$ cat config.mk
export PLATFORM = sky130hd
export DESIGN_NAME = dmem_lsu
export DESIGN_NICKNAME = d
export VERILOG_FILES = /design/src/rtl/dmem_lsu.sv
export SDC_FILE = /design/constraint.sdc
export NUM_CORES = 1
export LEC_CHECK = 0
export BUFFER_PORTS_ARGS = -buffer_cell sky130_fd_sc_hd__buf_4
export CORE_AREA = 4 4 120 111
export CTS_CLUSTER_DIAMETER = 120
export DETAILED_ROUTE_END_ITERATION = 10
export DIE_AREA = 0 0 124 115
export GPL_ROUTABILITY_DRIVEN = 0
export PLACE_DENSITY = 0.83
export SETUP_SLACK_MARGIN = 0.05
export SLEW_MARGIN = 20
export SYNTH_ARGS = -nofsm -noshare
export SYNTH_HDL_FRONTEND = slang
export SYNTH_SLANG_ARGS = --single-unit
export TNS_END_PERCENT = 30
$ cat constraint.sdc
create_clock -name clk -period 2.8 [get_ports clk]
set_input_delay 0.56 -clock clk [delete_from_list [all_inputs] [get_ports clk]]
set_output_delay 0.56 -clock clk [all_outputs]
set_load 0.01 [all_outputs]
$ cat src/rtl/dmem_lsu.sv
// ---------------------------------------------------------------------------
// dmem_lsu - load/store unit driving a synchronous word-wide data memory.
//
// Accepts one RISC-V load/store at a time over a valid/ready handshake,
// produces the word address and byte-lane write mask, lane-aligns store
// data, and aligns plus sign/zero-extends load data. Exactly one completion
// response (rsp_valid pulse) is returned per accepted request.
//
// Optional feature macro: DMEM_LSU_MISALIGN_EN
//   defined   : misaligned legal accesses run as two memory beats
//   undefined : misaligned accesses fault; the two-beat path is not built
//
// Ports:
//   clk, resetn                clock, async active-low reset
//   req_valid/req_ready        request handshake (ready only in IDLE)
//   req_we, req_funct3         store flag and RISC-V access width/sign code
//   req_addr, req_wdata        byte address, right-justified store data
//   rsp_valid                  one-cycle completion pulse
//   rsp_rdata, rsp_fault       extended load data / fault flag (valid with pulse)
//   mem_addr, mem_wmask        registered word address and byte write enables
//   mem_wdata                  registered lane-aligned store data
//   mem_rdata                  read word, valid the cycle after address sample
// ---------------------------------------------------------------------------
module dmem_lsu (
    input  logic        clk,
    input  logic        resetn,
    input  logic        req_valid,
    output logic        req_ready,
    input  logic        req_we,
    input  logic [2:0]  req_funct3,
    input  logic [31:0] req_addr,
    input  logic [31:0] req_wdata,
    output logic        rsp_valid,
    output logic [31:0] rsp_rdata,
    output logic        rsp_fault,
    output logic [29:0] mem_addr,
    output logic [3:0]  mem_wmask,
    output logic [31:0] mem_wdata,
    input  logic [31:0] mem_rdata
);

    typedef enum logic [2:0] {
        ST_IDLE  = 3'd0,
        ST_BEAT0 = 3'd1,
`ifdef DMEM_LSU_MISALIGN_EN
        ST_BEAT1 = 3'd2,
`endif
        ST_DATA  = 3'd3,
        ST_RESP  = 3'd4
    } state_t;

    state_t      state_r;
    logic        ready_r;
    logic        rsp_valid_r;
    logic [31:0] rsp_rdata_r;
    logic        rsp_fault_r;
    logic [29:0] addr_r;
    logic [3:0]  wmask_r;
    logic [31:0] wdata_r;
    logic        we_r;
    logic [1:0]  size_r;     // funct3[1:0]: 00 byte, 01 half, 10 word
    logic        uns_r;      // funct3[2]: zero-extend
    logic [1:0]  off_r;
`ifdef DMEM_LSU_MISALIGN_EN
    logic        split_r;
    logic [31:0] rd0_r;      // beat-0 read word of a split load
    logic [3:0]  wmask_hi_r;
    logic [31:0] wdata_hi_r;
    logic [3:0]  mask_hi_s;
    logic [31:0] wdata_hi_s;
    logic        split_s;
`endif

    logic [1:0]  off_s;
    logic        illegal_s;
    logic        misalign_s;
    logic        fault_s;
    logic [3:0]  smask_s;
    logic [3:0]  mask_lo_s;
    logic [31:0] wdata_lo_s;
    logic [31:0] lo_s;
    logic [23:0] hi_s;       // only 3 bytes of the second word can ever be needed
    logic [31:0] shifted_s;
    logic [31:0] ext_s;

    assign req_ready = ready_r;
    assign rsp_valid = rsp_valid_r;
    assign rsp_rdata = rsp_rdata_r;
    assign rsp_fault = rsp_fault_r;
    assign mem_addr  = addr_r;
    assign mem_wmask = wmask_r;
    assign mem_wdata = wdata_r;

    // Request decode: legality, alignment and the 64-bit lane shift of mask/data.
    always_comb begin
        off_s = req_addr[1:0];
        if (req_we) begin
            illegal_s = (req_funct3 > 3'd2);
        end else begin
            illegal_s = (req_funct3 == 3'b011) || (req_funct3[2:1] == 2'b11);
        end
        misalign_s = ((req_funct3[1:0] == 2'b01) && (off_s == 2'b11)) ||
                     ((req_funct3[1:0] == 2'b10) && (off_s != 2'b00));
`ifdef DMEM_LSU_MISALIGN_EN
        fault_s = illegal_s;
        split_s = ~illegal_s & misalign_s;
`else
        fault_s = illegal_s | misalign_s;
`endif
        case (req_funct3[1:0])
            2'b00:   smask_s = 4'b0001;
            2'b01:   smask_s = 4'b0011;
            2'b10:   smask_s = 4'b1111;
            default: smask_s = 4'b0000;
        endcase
        // Low word of ({mask} << o) and ({32'b0, wdata} << 8*o).
        case (off_s)
            2'd0: begin
                mask_lo_s  = smask_s;
                wdata_lo_s = req_wdata;
            end
            2'd1: begin
                mask_lo_s  = {smask_s[2:0], 1'b0};
                wdata_lo_s = {req_wdata[23:0], 8'h00};
            end
            2'd2: begin
                mask_lo_s  = {smask_s[1:0], 2'b00};
                wdata_lo_s = {req_wdata[15:0], 16'h0000};
            end
            2'd3: begin
                mask_lo_s  = {smask_s[0], 3'b000};
                wdata_lo_s = {req_wdata[7:0], 24'h000000};
            end
            default: begin
                mask_lo_s  = 4'b0000;
                wdata_lo_s = 32'h0000_0000;
            end
        endcase
`ifdef DMEM_LSU_MISALIGN_EN
        // High word of the same shifts, used for the second beat.
        case (off_s)
            2'd0: begin
                mask_hi_s  = 4'b0000;
                wdata_hi_s = 32'h0000_0000;
            end
            2'd1: begin
                mask_hi_s  = {3'b000, smask_s[3]};
                wdata_hi_s = {24'h000000, req_wdata[31:24]};
            end
            2'd2: begin
                mask_hi_s  = {2'b00, smask_s[3:2]};
                wdata_hi_s = {16'h0000, req_wdata[31:16]};
            end
            2'd3: begin
                mask_hi_s  = {1'b0, smask_s[3:1]};
                wdata_hi_s = {8'h00, req_wdata[31:8]};
            end
            default: begin
                mask_hi_s  = 4'b0000;
                wdata_hi_s = 32'h0000_0000;
            end
        endcase
`endif
    end

    // Load alignment: ({beat1, beat0} >> 8*o), then sign/zero extension.
    always_comb begin
`ifdef DMEM_LSU_MISALIGN_EN
        lo_s = split_r ? rd0_r : mem_rdata;
        hi_s = split_r ? mem_rdata[23:0] : 24'h000000;
`else
        lo_s = mem_rdata;
        hi_s = 24'h000000;
`endif
        case (off_r)
            2'd0:    shifted_s = lo_s;
            2'd1:    shifted_s = {hi_s[7:0],  lo_s[31:8]};
            2'd2:    shifted_s = {hi_s[15:0], lo_s[31:16]};
            2'd3:    shifted_s = {hi_s[23:0], lo_s[31:24]};
            default: shifted_s = 32'h0000_0000;
        endcase
        case (size_r)
            2'b00:   ext_s = {{24{~uns_r & shifted_s[7]}},  shifted_s[7:0]};
            2'b01:   ext_s = {{16{~uns_r & shifted_s[15]}}, shifted_s[15:0]};
            default: ext_s = shifted_s;
        endcase
    end

    // Control FSM with all outputs registered.
    always_ff @(posedge clk or negedge resetn) begin
        if (!resetn) begin
            state_r     <= ST_IDLE;
            ready_r     <= 1'b1;
            rsp_valid_r <= 1'b0;
            rsp_rdata_r <= 32'h0000_0000;
            rsp_fault_r <= 1'b0;
            addr_r      <= 30'd0;
            wmask_r     <= 4'b0000;
            wdata_r     <= 32'h0000_0000;
            we_r        <= 1'b0;
            size_r      <= 2'b00;
            uns_r       <= 1'b0;
            off_r       <= 2'b00;
`ifdef DMEM_LSU_MISALIGN_EN
            split_r     <= 1'b0;
            rd0_r       <= 32'h0000_0000;
            wmask_hi_r  <= 4'b0000;
            wdata_hi_r  <= 32'h0000_0000;
`endif
        end else begin
            case (state_r)
                ST_IDLE: begin
                    if (req_valid) begin
                        ready_r <= 1'b0;
                        if (fault_s) begin
                            // No memory access: straight to the response.
                            state_r     <= ST_RESP;
                            rsp_valid_r <= 1'b1;
                            rsp_fault_r <= 1'b1;
                            rsp_rdata_r <= 32'h0000_0000;
                        end else begin
                            state_r <= ST_BEAT0;
                            we_r    <= req_we;
                            size_r  <= req_funct3[1:0];
                            uns_r   <= req_funct3[2];
                            off_r   <= off_s;
                            addr_r  <= req_addr[31:2];
                            wmask_r <= req_we ? mask_lo_s : 4'b0000;
                            wdata_r <= wdata_lo_s;
`ifdef DMEM_LSU_MISALIGN_EN
                            split_r    <= split_s;
                            wmask_hi_r <= req_we ? mask_hi_s : 4'b0000;
                            wdata_hi_r <= wdata_hi_s;
`endif
                        end
                    end else begin
                        ready_r <= 1'b1;
                    end
                end
                ST_BEAT0: begin
`ifdef DMEM_LSU_MISALIGN_EN
                    if (split_r) begin
                        state_r <= ST_BEAT1;
                        addr_r  <= addr_r + 30'd1;   // wraps modulo 2^30
                        wmask_r <= wmask_hi_r;
                        wdata_r <= wdata_hi_r;
                    end else begin
                        state_r <= ST_DATA;
                        wmask_r <= 4'b0000;
                    end
`else
                    state_r <= ST_DATA;
                    wmask_r <= 4'b0000;
`endif
                end
`ifdef DMEM_LSU_MISALIGN_EN
                ST_BEAT1: begin
                    // mem_rdata now holds the beat-0 word.
                    rd0_r   <= mem_rdata;
                    wmask_r <= 4'b0000;
                    state_r <= ST_DATA;
                end
`endif
                ST_DATA: begin
                    state_r     <= ST_RESP;
                    rsp_valid_r <= 1'b1;
                    rsp_fault_r <= 1'b0;
                    rsp_rdata_r <= we_r ? 32'h0000_0000 : ext_s;
                end
                ST_RESP: begin
                    state_r     <= ST_IDLE;
                    ready_r     <= 1'b1;
                    rsp_valid_r <= 1'b0;
                    rsp_fault_r <= 1'b0;
                    rsp_rdata_r <= 32'h0000_0000;
                end
                default: begin
                    state_r     <= ST_IDLE;
                    ready_r     <= 1'b1;
                    rsp_valid_r <= 1'b0;
                    rsp_fault_r <= 1'b0;
                    rsp_rdata_r <= 32'h0000_0000;
                    wmask_r     <= 4'b0000;
                end
            endcase
        end
    end

endmodule

---- After elaboration in Yosys (flattened, before gate mapping) ----
Cells that the tools add are included.
storage, ports and cells
  flip-flop bits (word level) ............. 110
  input bits .............................. 103
  output and inout port bits .............. 101
  logic and storage cells ................. 75
operators by class
  magnitude comparators ................... 1
  equal/unequal tests ..................... 17
  mux-type cells .......................... 23
  bitwise gates (word level) .............. 7
  reductions and logical operators ........ 15
operators by type and width
  operator                                                               number
  32-bit one-hot mux with 4 select lines                                 2
  32-bit 2-to-1 mux                                                      3
  32-bit one-hot mux with 3 select lines                                 1
  32-bit one-hot mux with 2 select lines                                 1
  4-bit one-hot mux with 4 select lines                                  1
  2-bit == test (second input constant)                                  6
  4-bit 2-to-1 mux                                                       3
  4-bit one-hot mux with 3 select lines                                  1
  3-bit one-hot mux with 3 select lines                                  1
  3-bit AND reduction                                                    3
  2-bit by 1-bit == test with 1-bit output (second input constant)       4
  2-bit logical NOT                                                      4
  4-bit one-hot mux with 2 select lines                                  1
  3-bit by 2-bit == test with 1-bit output (second input constant)       2
  3-bit 2-to-1 mux                                                       2
  2-bit != test (second input constant)                                  3
  1-bit 2-to-1 mux                                                       4
  1-bit NOT                                                              4
  1-bit one-hot mux with 2 select lines                                  2
  2-bit OR reduction                                                     2
  3-bit by 1-bit == test with 1-bit output (second input constant)       1
  3-bit == test (second input constant)                                  1
  3-bit by 2-bit > comparator with 1-bit output (second input constant)  1
  3-bit logical NOT                                                      1
  6 further kinds                                                        9

---- Depth between registers and ports, before layout ----
  word-level depth ........................ 7
  gate-level depth with buffers ........... 9

---- Least setup slack after synthesis ----
OpenSTA, ideal clock, no wires.
  path type ............................... input to register
  start ................................... in req_funct3[0]
  end ..................................... reg off_r[0]
  arrival time ............................ 2.020 ns
  data required time ...................... 2.672 ns
  slack ................................... 0.652 ns
  cell stages on the path ................. 8
  path buffers ............................ 2
  path through ............................ inv_1 -> ha_1 -> a21o_1 -> a22oi_2 -> nand4_1 -> buf_2 -> buf_2 -> mux2_1
between the ends
  longest elaborated chain between the ends .. 6
  elaborated cells between the ends (all ways) .. 12
RTL lines
  element                                                                                                RTL line  text
  start: declaration                                                                                     30        input logic [2:0] req_funct3,
  parallel branches: the longest is 3 deep, another holds 3-bit by 2-bit > comparator with 1-bit output  -
  1-bit OR *                                                                                             108       fault_s = illegal_s | misalign_s;
  1-bit NOT (no line) *                                                                                  -
  3-bit AND reduction (no line) *                                                                        -
  end signal: assignment                                                                                 226       off_r <= off_s;
  end: declaration                                                                                       63        logic [1:0] off_r;
Mark *: on every way between the ends.
A chain may end at the register's enable or synchronous reset.

---- Final worst setup path ----
  start ................................... reg off_r[1]
  end ..................................... reg rsp_rdata_r[28] (netlist: rsp_rdata[28])
between the ends
  longest elaborated chain between the ends .. 6
  elaborated cells between the ends (all ways) .. 10
RTL lines
  element                                      RTL line  text
  2-bit == test, or another cell as far along  175       case (off_r)
  32-bit one-hot mux with 4 select lines *     175
  1-bit bitwise AND (on tied branches)         184, 183
  32-bit one-hot mux with 2 select lines *     182       case (size_r)
  32-bit 2-to-1 mux *                          268       rsp_rdata_r <= we_r ? 32'h0000_0000 : ext_s;
  32-bit one-hot mux with 3 select lines *     211       case (state_r)
  end signal: assignment                       268
  end: declaration                             55        logic [31:0] rsp_rdata_r;
Every way passes the cells marked *; elsewhere a longest branch is shown, timed or not.

==> out/qor.csv <==
metric,value,unit
Setup TNS,0,ns
gr usage total,0.216,
Max Root-Sink Buffers,2,
DR DRC count,0,
"EDFF count, synth",0,
Vias,4522,
# IOs,204,
logic gate share of total power,0.416,
register area share after synthesis,0.519,
clock network fraction of total power,0.210,
first-pass GRT wire length,24.0,mm
crit path time final,2.07,ns
multi-input logic area,2370,µm²
Worst Max-Slew Pin Slew,0.843,ns
Achievable Freq,0.483,GHz
clock skew,0.0100,ns
peak supply drop,588,µV
Die Area,14300,µm²
predominant post-synthesis flop cell,dfrtp_1,
CTS root buf,clkbuf_16,
final-report setup violation count,0,
Worst-Skew Late Latency,0.34,ns
fillers,974,
DRT iter0 DRCs,464,
unrepaired setup endpoints after global routing,false,
initial antenna violation count,0,
Layout Nets,759,
Worst setup SP type,flip-flop,
P_leak,0.00358,µW
"critical path fanouts, max",16,
CTS tree,done,
"antenna viol nets, final",0,
largest area contributor in the synthesized netlist,dfrtp_1,
PostCTS Resize Cnt,0,
max-slew violations,0,
final worst slack,0.729,ns
gr ovfl total,0,
vias in the first global route,4599,
largest net degree at the start of global routing,95,
PortBufs,203,
Mapped Cells,464,
Crit Path Class,reg -> reg,
CP Data Required Time,3.07,ns
Int Pwr,4540,µW
ant diodes,0,
CTS Sinks,110,
synthesis warning total,0,
Final Cycle Share,0.740,
P_sw,2390,µW
Seq cells post-synth,110,
Yosys top cell area share,0.514,
synth unique cells,51,
hpwl dp,11.4,mm
Reg power frac,0.374,
"FFs w/ async S/R, synth",1.00,
post-DR vias/cell,5.54,
power per cell area,951,nW/µm²
layout cells sized above 1,0.418,
routed wire length,15.2,mm
outcome,finished clean,
mapped cell area,5310,µm²
Pre-Repair DR Iteration Count,5,
Clock transition at path regs,0.07,ns
max cap viols,0,
total setup buffers inserted after CTS,0,
crit path cell chain,buf_4 -> mux2i_1 -> nor3_1 -> a311oi_2 -> nor4_4 -> a221o_1,
Avg WL per Cell,18.7,µm
Worst Path Arrival,2.34,ns
H-tree depth,3,
HP Class,in -> async,
syn nets,571,
Layout area overhead,37.4,%
Die W,124,µm
Mean Syn Cell Area,11.4,µm²
post-placement setup slack,0.413,ns
Synth area leaders,"dfrtp_1 51%, mux2_2 7.6%, mux2i_1 4.9%",
Fin Hold WS,0.273,ns
Core ar.,11900,µm²
CP Capture Type,flip-flop,
CTS Hold Bufs,0,
number of buffers created by CTS,9,
final hold viol count,0,
sequential cell area,2750,µm²
Worst slew margin,0.434,
CP peak stage delay,0.73,ns
switching share of power,0.345,
Initial Util,0.445,
row cnt,38,
Die Y,115,µm
critical path's slowest cell,nor4_4,
FF-to-FF path depth,6,
==> power groups by stage <==
stage          Sequential (µW)  Clock (µW)  Combinational, µW
3_5_place_dp              2610           0               2910
6_report                  2590        1450               2890
4_1_cts                   2600        1490               2910
2_1_floorplan             2760           0               1370
3_3_place_gp              2580           0               2820
5_1_grt                   2670        1560               3160
==> synthesized netlist by cell type, types with 2 or more instances <==
master,number
buf_1,3
a211oi_1,8
a211o_1,7
a221o_1,16
o21ai_0,26
buf_2,14
mux2_1,18
inv_1,3
nor2b_1,22
buf_4,3
mux2_2,36
o31ai_1,8
a21oi_1,28
nand2b_1,4
clkbuf_1,14
dfrtp_1,109
mux2i_1,26
a22o_1,9
a32o_1,7
ha_1,4
a22oi_2,2
nor2_1,23
nand2_1,42
nor3_1,5
==> path summary, 6_finish.rpt <==
kind                                from             to  slack (ns)
setup / recovery                off_r[1]  rsp_rdata[28]        0.73
hold reg to reg            mem_wdata[10]  mem_wdata[10]        0.49
max in group asynchronous         resetn    mem_addr[7]        1.76
setup reg to reg                off_r[1]  rsp_rdata[28]        0.73
min in group clk            req_addr[29]   mem_addr[27]        0.43
hold / removal                    resetn   mem_addr[24]        0.27
==> worst max-delay path: cells and delay by family (launching register included) <==
family / cells / cell delay (ns)
and+or+nand+nor: 2 / 0.92
DFF: 1 / 0.38
AOI/OAI and AO/OA: 2 / 0.31
buffers and inverters: 1 / 0.20
muxes: 1 / 0.17
==> area by class of cell <==
| type | count | share of cell area |
|---|---|---|
| clock buffer | 11 | 0.0333 |
| inverter | 3 | 0.00154 |
| multi-input combinational | 316 | 0.325 |
| clock inverter | 4 | 0.0130 |
| tap | 160 | 0.0274 |
| timing repair buffer | 212 | 0.222 |
| sequential | 110 | 0.378 |
==> cells in the final DEF (no fill, tap or decap), drive strengths merged, types with 8 or more instances in the layout <==
master / instances
mux2: 55
o31ai: 8
nor2b: 23
a211oi: 8
a22o: 9
a21oi: 28
clkbuf: 11
o21ai: 27
a221o: 16
nand2: 42
buf: 212
nor2: 23
mux2i: 26
dfrtp: 109
==> cell families after synthesis <==
logic type	synth area share
buffers and inverters	0.0337
and+or+nand+nor	0.106
AOI/OAI and AO/OA	0.163
muxes	0.166
xor gates and xnor gates	0.00165
adders and majority gates	0.00943
DFF	0.519
==> state kept, by name (all words and copies together) (netlist names) <==
name / cells
mem_wdata: 32
rsp_rdata: 32
mem_addr: 30
mem_wmask: 4
state_r: 3
off_r: 2
size_r: 2
req_ready: 1
rsp_fault: 1
rsp_valid: 1
uns_r: 1
we_r: 1
==> metrics by stage <==
step / std cells / instance area (µm²) / power (µW) / utilization
2_1_floorplan: 464 / 5310 / 4130 / -
3_3_place_gp: 801 / 6960 / 5400 / 0.583
3_5_place_dp: 801 / 6960 / 5520 / 0.583
4_1_cts: 816 / 7290 / 7000 / 0.611
5_1_grt: 816 / 7290 / 7390 / 0.611
6_report: 816 / 7290 / 6930 / 0.611
==> layer usage <==
layer  up-vias  wire length, µm  global-route usage
met5         -                0                   0
met4         0              282              0.0803
met3        20             1660              0.0703
met2       249             7150               0.344
met1      2186             6140               0.276
li1       2067                -                   -
No activity file was read; power rests on OpenSTA's default activity.
